--- src/rtl/ivs_clk_pkg.sv ---
// Shared types and helpers for the staggered reset / clock-enable sequencer.
package ivs_clk_pkg;

    typedef enum logic [1:0] {
        ST_RST  = 2'd0,
        ST_CNT  = 2'd1,
        ST_DONE = 2'd2
    } seq_state_e;

    // Release delay T_i of channel i, in cycles after the sequencer leaves RST.
    function automatic int rel_dly(input int base, input int step, input int i);
        return base + step * i;
    endfunction

endpackage

--- src/rtl/ivs_ce_div.sv ---
// Per-channel clock-enable divider: one ce pulse every div+1 cycles while released.
module ivs_ce_div #(
    parameter int DIV_W = 8
) (
    input  logic             aclk,
    input  logic             arst_n,
    input  logic             rel,
    input  logic [DIV_W-1:0] div,
    output logic             ce
);

    logic [DIV_W-1:0] cnt_reg;
    logic [DIV_W-1:0] lat_reg;
    logic             ce_reg;

    // rel is the channel's next reset state, so ce drops on the same edge ch_rst_n does.
    always_ff @(posedge aclk or negedge arst_n) begin
        if (!arst_n) begin
            cnt_reg <= '0;
            lat_reg <= '0;
            ce_reg  <= 1'b0;
        end else if (!rel) begin
            cnt_reg <= '0;
            lat_reg <= div;
            ce_reg  <= 1'b0;
        end else begin
            ce_reg <= (cnt_reg == lat_reg);
            if (cnt_reg == lat_reg) begin
                cnt_reg <= '0;
                lat_reg <= div;
            end else begin
                cnt_reg <= cnt_reg + 1'b1;
            end
        end
    end

    assign ce = ce_reg;

endmodule

--- src/rtl/ivs_rst_seq.sv ---
// Staggered per-domain reset sequencer with software channel resets and
// per-channel divided clock enables.
module ivs_rst_seq
    import ivs_clk_pkg::*;
#(
    parameter int NUM_CH      = 4,
    parameter int CNT_W       = 16,
    parameter int SYNC_STAGES = 2,
    parameter int BASE_DLY    = 32,
    parameter int STEP_DLY    = 8,
    parameter int DIV_W       = 8,
    parameter int SW_RST_CYC  = 16
) (
    input  logic                    aclk,
    input  logic                    arst_n,
    input  logic [NUM_CH-1:0]       sw_rst_req,
    input  logic [NUM_CH*DIV_W-1:0] ch_div,
    output logic [NUM_CH-1:0]       ch_rst_n,
    output logic [NUM_CH-1:0]       ch_ce,
    output logic                    seq_done,
    output logic                    busy
);

    localparam int T_LAST = rel_dly(BASE_DLY, STEP_DLY, NUM_CH - 1);
    localparam logic [CNT_W-1:0] T_LAST_C = CNT_W'(T_LAST);
    localparam logic [CNT_W-1:0] SW_CYC_C = CNT_W'(SW_RST_CYC);

    if (longint'(T_LAST) >= (64'd1 << CNT_W) || longint'(SW_RST_CYC) >= (64'd1 << CNT_W)
        || NUM_CH < 1 || NUM_CH > 16 || SYNC_STAGES < 2) begin : g_param_err
        $error("ivs_rst_seq: parameter set out of range");
    end

    logic [SYNC_STAGES-1:0] sync_reg;
    logic                   rst_sync_n;
    seq_state_e             state_reg;
    logic [CNT_W-1:0]       cnt_reg;
    logic                   seq_done_reg;
    logic                   busy_reg;
    logic [NUM_CH-1:0]      ch_rst_n_reg;
    logic [NUM_CH-1:0]      por_rel;
    logic [NUM_CH-1:0]      sw_act_next;
    logic [NUM_CH-1:0]      rel_next;

    always_ff @(posedge aclk or negedge arst_n) begin
        if (!arst_n) begin
            sync_reg <= '0;
        end else begin
            sync_reg <= {sync_reg[SYNC_STAGES-2:0], 1'b1};
        end
    end

    assign rst_sync_n = sync_reg[SYNC_STAGES-1];

    always_ff @(posedge aclk or negedge arst_n) begin
        if (!arst_n) begin
            state_reg <= ST_RST;
            cnt_reg   <= '0;
        end else begin
            case (state_reg)
                ST_RST: begin
                    if (rst_sync_n) begin
                        state_reg <= ST_CNT;
                    end
                end
                ST_CNT: begin
                    if (cnt_reg == T_LAST_C) begin
                        state_reg <= ST_DONE;
                    end else begin
                        cnt_reg <= cnt_reg + 1'b1;
                    end
                end
                default: begin
                    state_reg <= ST_DONE;
                end
            endcase
        end
    end

    for (genvar gi = 0; gi < NUM_CH; gi++) begin : g_ch
        logic [CNT_W-1:0] sw_cnt_reg;
        logic [CNT_W-1:0] sw_cnt_next;
        logic             sw_act_reg;
        logic             act_next;

        // Gated on ST_RST so a zero delay still releases one edge after the sequencer starts.
        assign por_rel[gi] = (state_reg != ST_RST) && (cnt_reg >= CNT_W'(rel_dly(BASE_DLY, STEP_DLY, gi)));

        // A request on the expiry edge reloads, so the channel stays in reset.
        always_comb begin
            act_next    = sw_act_reg;
            sw_cnt_next = sw_cnt_reg;
            if (sw_rst_req[gi] && seq_done_reg) begin
                act_next    = 1'b1;
                sw_cnt_next = SW_CYC_C;
            end else if (sw_act_reg) begin
                if (sw_cnt_reg <= CNT_W'(1)) begin
                    act_next    = 1'b0;
                    sw_cnt_next = '0;
                end else begin
                    sw_cnt_next = sw_cnt_reg - 1'b1;
                end
            end
        end

        always_ff @(posedge aclk or negedge arst_n) begin
            if (!arst_n) begin
                sw_act_reg <= 1'b0;
                sw_cnt_reg <= '0;
            end else begin
                sw_act_reg <= act_next;
                sw_cnt_reg <= sw_cnt_next;
            end
        end

        assign sw_act_next[gi] = act_next;
        assign rel_next[gi]    = por_rel[gi] && !act_next;

        ivs_ce_div #(
            .DIV_W (DIV_W)
        ) u_ce_div (
            .aclk   (aclk),
            .arst_n (arst_n),
            .rel    (rel_next[gi]),
            .div    (ch_div[gi*DIV_W +: DIV_W]),
            .ce     (ch_ce[gi])
        );
    end

    always_ff @(posedge aclk or negedge arst_n) begin
        if (!arst_n) begin
            ch_rst_n_reg <= '0;
            seq_done_reg <= 1'b0;
            busy_reg     <= 1'b0;
        end else begin
            ch_rst_n_reg <= rel_next;
            seq_done_reg <= seq_done_reg | por_rel[NUM_CH-1];
            busy_reg     <= |sw_act_next;
        end
    end

    assign ch_rst_n = ch_rst_n_reg;
    assign seq_done = seq_done_reg;
    assign busy     = busy_reg;

endmodule

--- config.mk ---
export PLATFORM = sky130hd
export DESIGN_NAME = ivs_rst_seq
export DESIGN_NICKNAME = d
export VERILOG_FILES = /design/src/rtl/ivs_clk_pkg.sv /design/src/rtl/ivs_ce_div.sv /design/src/rtl/ivs_rst_seq.sv
export SDC_FILE = /design/constraint.sdc
export NUM_CORES = 1
export LEC_CHECK = 0
export BUFFER_PORTS_ARGS = -buffer_cell sky130_fd_sc_hd__buf_2
export CAP_MARGIN = 20
export CORE_MARGIN = 4
export CORE_UTILIZATION = 55
export DETAILED_ROUTE_END_ITERATION = 8
export PLACE_DENSITY = 0.86
export SETUP_SLACK_MARGIN = 0.5
export SLEW_MARGIN = 20
export SYNTH_ARGS = -nofsm -noshare
export SYNTH_HDL_FRONTEND = slang
export SYNTH_SLANG_ARGS = --single-unit
--- constraint.sdc ---
create_clock -name aclk -period 2.55 [get_ports aclk]
set_input_delay 0.3825 -clock aclk [delete_from_list [all_inputs] [get_ports aclk]]
set_output_delay 0.3825 -clock aclk [all_outputs]
set_load 0.03 [all_outputs]
Word-level counts from Yosys, hierarchy flattened
Index checks and enable logic that the tools add are counted.

word-level totals
  RAM bits = 0
  memory bits (read-only) = 0
  register bits = 162
  bits in latches = 0
  logic and storage cells = 129
  output and inout port bits = 10
  memories = 0
  bits of input ports = 38

cells by class
  order comparisons = 8
  equality and inequality tests = 12
  reductions and logical operators = 25
  bitwise logic cells = 2
  multipliers = 0
  shifts and indexed selects = 0
  div/mod/pow operators = 0
  add/sub/neg operators = 9
  multiplexer cells = 47

operator list
  operator                                               count
  two-way mux 16 bit                                     12
  two-way mux 8 bit                                      16
  >= comparator 16 x 6 -> 1 bit (second input constant)  4
  <= comparator 16 x 1 -> 1 bit (second input constant)  4
  subtractor 16 x 1 -> 16 bit (second input constant)    4
  adder 8 x 1 -> 8 bit (second input constant)           4
  equality test 8 bit                                    4
  adder 16 x 1 -> 16 bit (second input constant)         1
  equality test 16 x 6 -> 1 bit (second input constant)  1
  two-way mux 1 bit                                      16
  logical AND 1 bit                                      12
  != test 2 bit (second input constant)                  6
  nonzero test 2 bit                                     5
  logical NOT 1 bit                                      4
  two-way mux 2 bit                                      2
  one-hot mux 2 bit (2 select lines)                     1
  AND reduction 2 bit                                    2
  OR reduction 4 bit                                     1
  equality test 2 x 1 -> 1 bit (second input constant)   1
  logical NOT 2 bit                                      1
  inverter 1 bit                                         1
  bitwise OR 1 bit                                       1

Logic depth before layout (Yosys ltp)
  word-level depth = 7
  mapped depth = 9
  mapped depth without buffers = 8

Hierarchy
From an unflattened synthesis, not the netlist that was laid out.

second synthesis, totals
  cell total of the unflattened synthesis = 768
  area total of the unflattened synthesis = 7976.4 µm²

by module, submodules not included
  module       times used  cells an instance  area an instance (µm²)  seq. area each (µm²)
  ivs_rst_seq  1           512                4783.3                  2352.3
  ivs_ce_div   4           64                 798.3                   425.4

Worst setup path before layout
Ideal clock, no wire load.

  path type = register to register
  from = register g_ch[0].sw_cnt_reg[6]
  to = register g_ch[0].u_ce_div.lat_reg[6]
  cell stages (with the launch flop) = 8
  setup time = 125 ps
  arrival = 2292 ps
  period minus slack after synthesis = 2417 ps
  buffers on the path = 2
  required time = 2425 ps
  slack = 133 ps
  cells stage by stage = dfrtp_1 -> nor4_4 -> and4b_4 -> a31oi_4 -> or4_4 -> buf_6 -> buf_8 -> mux2_4

between the ends
  cells in the longest elaborated chain, start to end = 7
  elaborated cells between the ends (all ways) = 8
  classes of those cells = 1 x order compare; 1 x eq/ne; 4 x mux; 2 x reduce/logical

RTL lines
  element                                                              line                source
  start: declaration                                                   ivs_rst_seq.sv:80   logic [CNT_W-1:0] sw_cnt_reg;
  start signal: assignment                                             ivs_rst_seq.sv:111  sw_cnt_reg <= sw_cnt_next;
  <= comparator 16 x 1 -> 1 bit *                                      ivs_rst_seq.sv:96   if (sw_cnt_reg <= CNT_W'(1)) begin
  two-way mux 1 bit *                                                  ivs_rst_seq.sv:96
  two-way mux 1 bit *                                                  ivs_rst_seq.sv:95   end else if (sw_act_reg) begin
  two-way mux 1 bit *                                                  ivs_rst_seq.sv:92   if (sw_rst_req[gi] && seq_done_reg) begin
  via g_ch[0].act_next                                                 ivs_rst_seq.sv:83   logic act_next;
  logical NOT 1 bit *                                                  ivs_rst_seq.sv:116  assign rel_next[gi] = por_rel[gi] && !act_next;
  logical AND 1 bit *                                                  ivs_rst_seq.sv:116
  != test 2 bit (no line) / two-way mux 8 bit (equally long branches)  -
  end signal: assignment                                               ivs_ce_div.sv:24    lat_reg <= div;
  end signal: assignment                                               ivs_ce_div.sv:30    lat_reg <= div;
  end: declaration                                                     ivs_ce_div.sv:13    logic [DIV_W-1:0] lat_reg;

Mark *: on every way through the listed nets, which the timed path passes. The rest lies on a longest branch.
A chain may end at the register's enable or synchronous reset.

Worst setup path after layout
  from = register g_ch[0].sw_cnt_reg[1]
  to = register g_ch[0].u_ce_div.lat_reg[6]

Same word-level chain as after synthesis.

==> results.md <==
- TritonCTS clock tree: done
- Final min period: 2.25 ns
- # Max-Cap Violations: 0
- Hold crit path type: in -> reg
- Area Overhead vs Synth: 24.8%
- Post-route DRC: 0
- CTS buffer count: 17
- Grt ovf: 0
- I/O Buffers: 47
- Clk pwr share: 46.6%
- Post-Syn Area: 7930 um^2
- RSZ-0062 raised after global routing: true
- Clock skew: 0.0109 ns
- Post-DRT Antenna Nets: 0
- Reg area: 4060 um^2
- CTS root buf: clkbuf_16
- Drt via density: 6.21
- Seq pwr share: 49.3%
- Combinational share of power: 4.1%
- Layout cells sized above 1: 28.1%
- Hold Fails Final Rpt: 0
- Async S/R FF share, synth: 100%
- Core area: 14000 um^2
- CP required: 2.86 ns
- Startpoint class of the critical path: register
- R2R cell count: 7
- CP max FO: 6
- H-tree lvl count: 4
- Initial DRC Count: 669
- Yosys Warn Count: 0
- Gr busiest metal: met2
- Final WL: 19.6 mm
- GP Congestion: 0.835
- Routed vias: 6598
- Starting Density: 56.7%
- EDFF count, synth: 0
- Pin slew with the least headroom to its limit: 0.775 ns
- Leakage power: 4.41 nW
- Largest net degree at the start of global routing: 51
- Detailed placer's ending HPWL: 11.1 mm
- Synth area leaders: dfrtp_1, mux2_2, xor2_1
- Crit end category: register
- Post-Route Setup TNS: 0 ns
- GRT Resource Usage Total: 22.2%
- Yosys reg bits: 162
- Die ar.: 16400 um^2
- M1 GR Usage: 28.8%
- Drt pass-1 iters: 5
- Sw frac: 21.8%
- Period utilization: 88.4%
- Syn nets: 813
- Final nets: 923
- Core Util, Final: 70.7%
- I/O Pins: 48
- R2r setup slk: 0.30 ns
- Die height: 128 um
- Yosys top cell area share: 51.1%
- Count of final setup violators: 0
- P per Cell Area: 553 nW/um^2
- GR Layer Usage met3: 4.58%
- Area of the multi-input gates: 4150 um^2
- Worst endpoint data arrival time: 2.56 ns
- Fill cell count: 947
- Cell internal pwr: 0.00428 W
- Status: finished, final reports clean
- Global-route wire length before repair: 29.3 mm
- Worst-Skew Late Latency: 0.43 ns
- Final-report max-slew violation count: 0
- Largest register FFs: 64
- Peak VDD IR: 0.488 mV
- Critical path class: reg -> reg
- Chip width: 128 um
- Max Freq: 444 MHz
- CTS clock-pin slew for the worst setup and hold paths: 0.06 ns
- # rows: 43
- Hold path cells: 2
- Psw: 0.00119 W
- Sequential-to-total area share from yosys stat: 51.1%
- Library cells used by synthesis: 64
- Slew headroom: 48.0%
- Initial antenna violation count: 0
- Inserted Diodes: 0
- Vias in the first global route: 6119
- Longest Clk Path Bufs: 2
- TritonCTS Sinks: 162
- WL/cell: 18.5 um
- Cells after synthesis: 761
- Top_reg_cell synth: dfrtp_1
- Met2 GRT Util: 38.0%
- Cell taking the most area after synthesis: dfrtp_1
- Syn avg cell area: 10.4 um^2
## logic make-up (layout without fill, tap and decap cells)
logic type                 Yosys count  in the layout  share of synthesized area [%]
and+or+nand+nor                    299            301                           20.1
DFF                                162            162                           51.1
AOI/OAI and AO/OA                  136            138                           11.1
xor gates and xnor gates            71             71                           7.85
buffers and inverters               43            160                           2.48
muxes                               35             35                           5.04
adders and majority gates           14             14                           2.21
other                                1              1                         0.0473
## metal layers
layer  vias to the layer above  routed length, um  share of wire, %
li1                       2961                  -                 -
met1                      3308               7950                41
met2                       272              10000                51
met3                        57               1170               6.0
met4                         0                428               2.2
met5                         -                  0                 0
## layout by cell type (no fill, tap or decap), types with 7 or more instances in the layout
cell / count
xnor2_1: 32
nor3_1: 19
buf_2: 46
a21oi_1: 36
nand4_1: 8
nor2_4: 7
nor4_4: 8
nor4_1: 8
dfrtp_1: 159
nand2_1: 66
xor2_1: 39
ha_1: 9
o21ai_0: 18
and2_1: 10
and3_1: 19
nor2_1: 52
inv_1: 16
buf_6: 12
clkbuf_16: 17
buf_4: 46
nand3_1: 30
nand2b_1: 14
mux2_2: 29
a21o_1: 8
or3_1: 8
a31oi_1: 20
## repair_timing
action,4_1_cts,5_1_grt
pin swaps,4,32
hold buffers,1,0
gates resized for setup,17,86
endpoints found under the setup margin,96,116
cloned,2,2
endpoints found under the hold margin,47,0
setup buffers,21,20
## synth_stat cells, types with 5 or more instances
cell	number
a21o_1	8
a21oi_1	42
a31oi_1	20
and2_1	10
and3_1	21
clkbuf_1	11
dfrtp_1	162
ha_1	14
inv_1	21
mux2_2	31
nand2_1	68
nand2b_1	14
nand3_1	30
nand3b_1	5
nand4_1	8
nor2_1	62
nor3_1	22
nor3b_1	6
nor4_1	15
o21ai_0	26
o22ai_1	6
o31ai_1	5
or3_1	11
or4_1	5
xnor2_1	32
xor2_1	39
## critical path, stage by stage (launching register included)
cell and delay (ns):
dfrtp_1 0.40, inv_2 0.12, ha_4 0.18, nor2_4 0.05, nor4_4 0.28, a31oi_4 0.17
or4_4 0.60, mux2_4 0.33
## final timing paths
kind                                                   startpoint                                       to
worst min-delay path                                   ch_div[21]  g_ch[2].u_ce_div.lat_reg[5]$_DFFE_PN0P_
min in group asynchronous                                  arst_n       g_ch[2].sw_cnt_reg[14]$_DFFE_PN0P_
worst max register to register  g_ch[0].sw_cnt_reg[1]$_DFFE_PN0P_  g_ch[0].u_ce_div.lat_reg[6]$_DFFE_PN0P_
worst min register to register              sync_reg[0]$_DFF_PN0_                    sync_reg[1]$_DFF_PN0_
max in group asynchronous                                  arst_n        g_ch[3].sw_cnt_reg[0]$_DFFE_PN0P_
worst max-delay path            g_ch[0].sw_cnt_reg[1]$_DFFE_PN0P_  g_ch[0].u_ce_div.lat_reg[6]$_DFFE_PN0P_
## power by group through the flow
stage	combinational [W]	clock, W	sequential [W]
floorplan	0.000110	0	0.00273
global placement	0.000211	0	0.00274
detailed placement	0.000221	0	0.00274
CTS	0.000226	0.00256	0.00270
global route	0.000254	0.00270	0.00270
finish	0.000225	0.00255	0.00270
## cell type report
cell class	count	share of cell area, %
Clock inverter	11	1.40
Inverter	21	0.797
Tap cell	180	2.28
Timing Repair Buffer	109	8.04
Multi-Input combinational cell	560	42.0
Clock buffer	19	4.48
Sequential cell	162	41.0
## per-stage QoR
stage | total power [W] | instance area, um^2 | std cells | hold WS, ns | worst slack, ns
after global routing | 0.00565 | 9890 | 1062 | 0.175 | 0.207
after floorplan | 0.00284 | 8000 | 761 | 0.0869 | 0.226
after CTS | 0.00548 | 9360 | 1040 | 0.176 | 0.333
after detailed placement | 0.00296 | 8500 | 986 | 0.341 | 0.103
after global placement | 0.00295 | 8500 | 986 | 0.334 | 0.137
final | 0.00547 | 9890 | 1062 | 0.186 | 0.296
No activity file was read; power rests on OpenSTA's default activity.
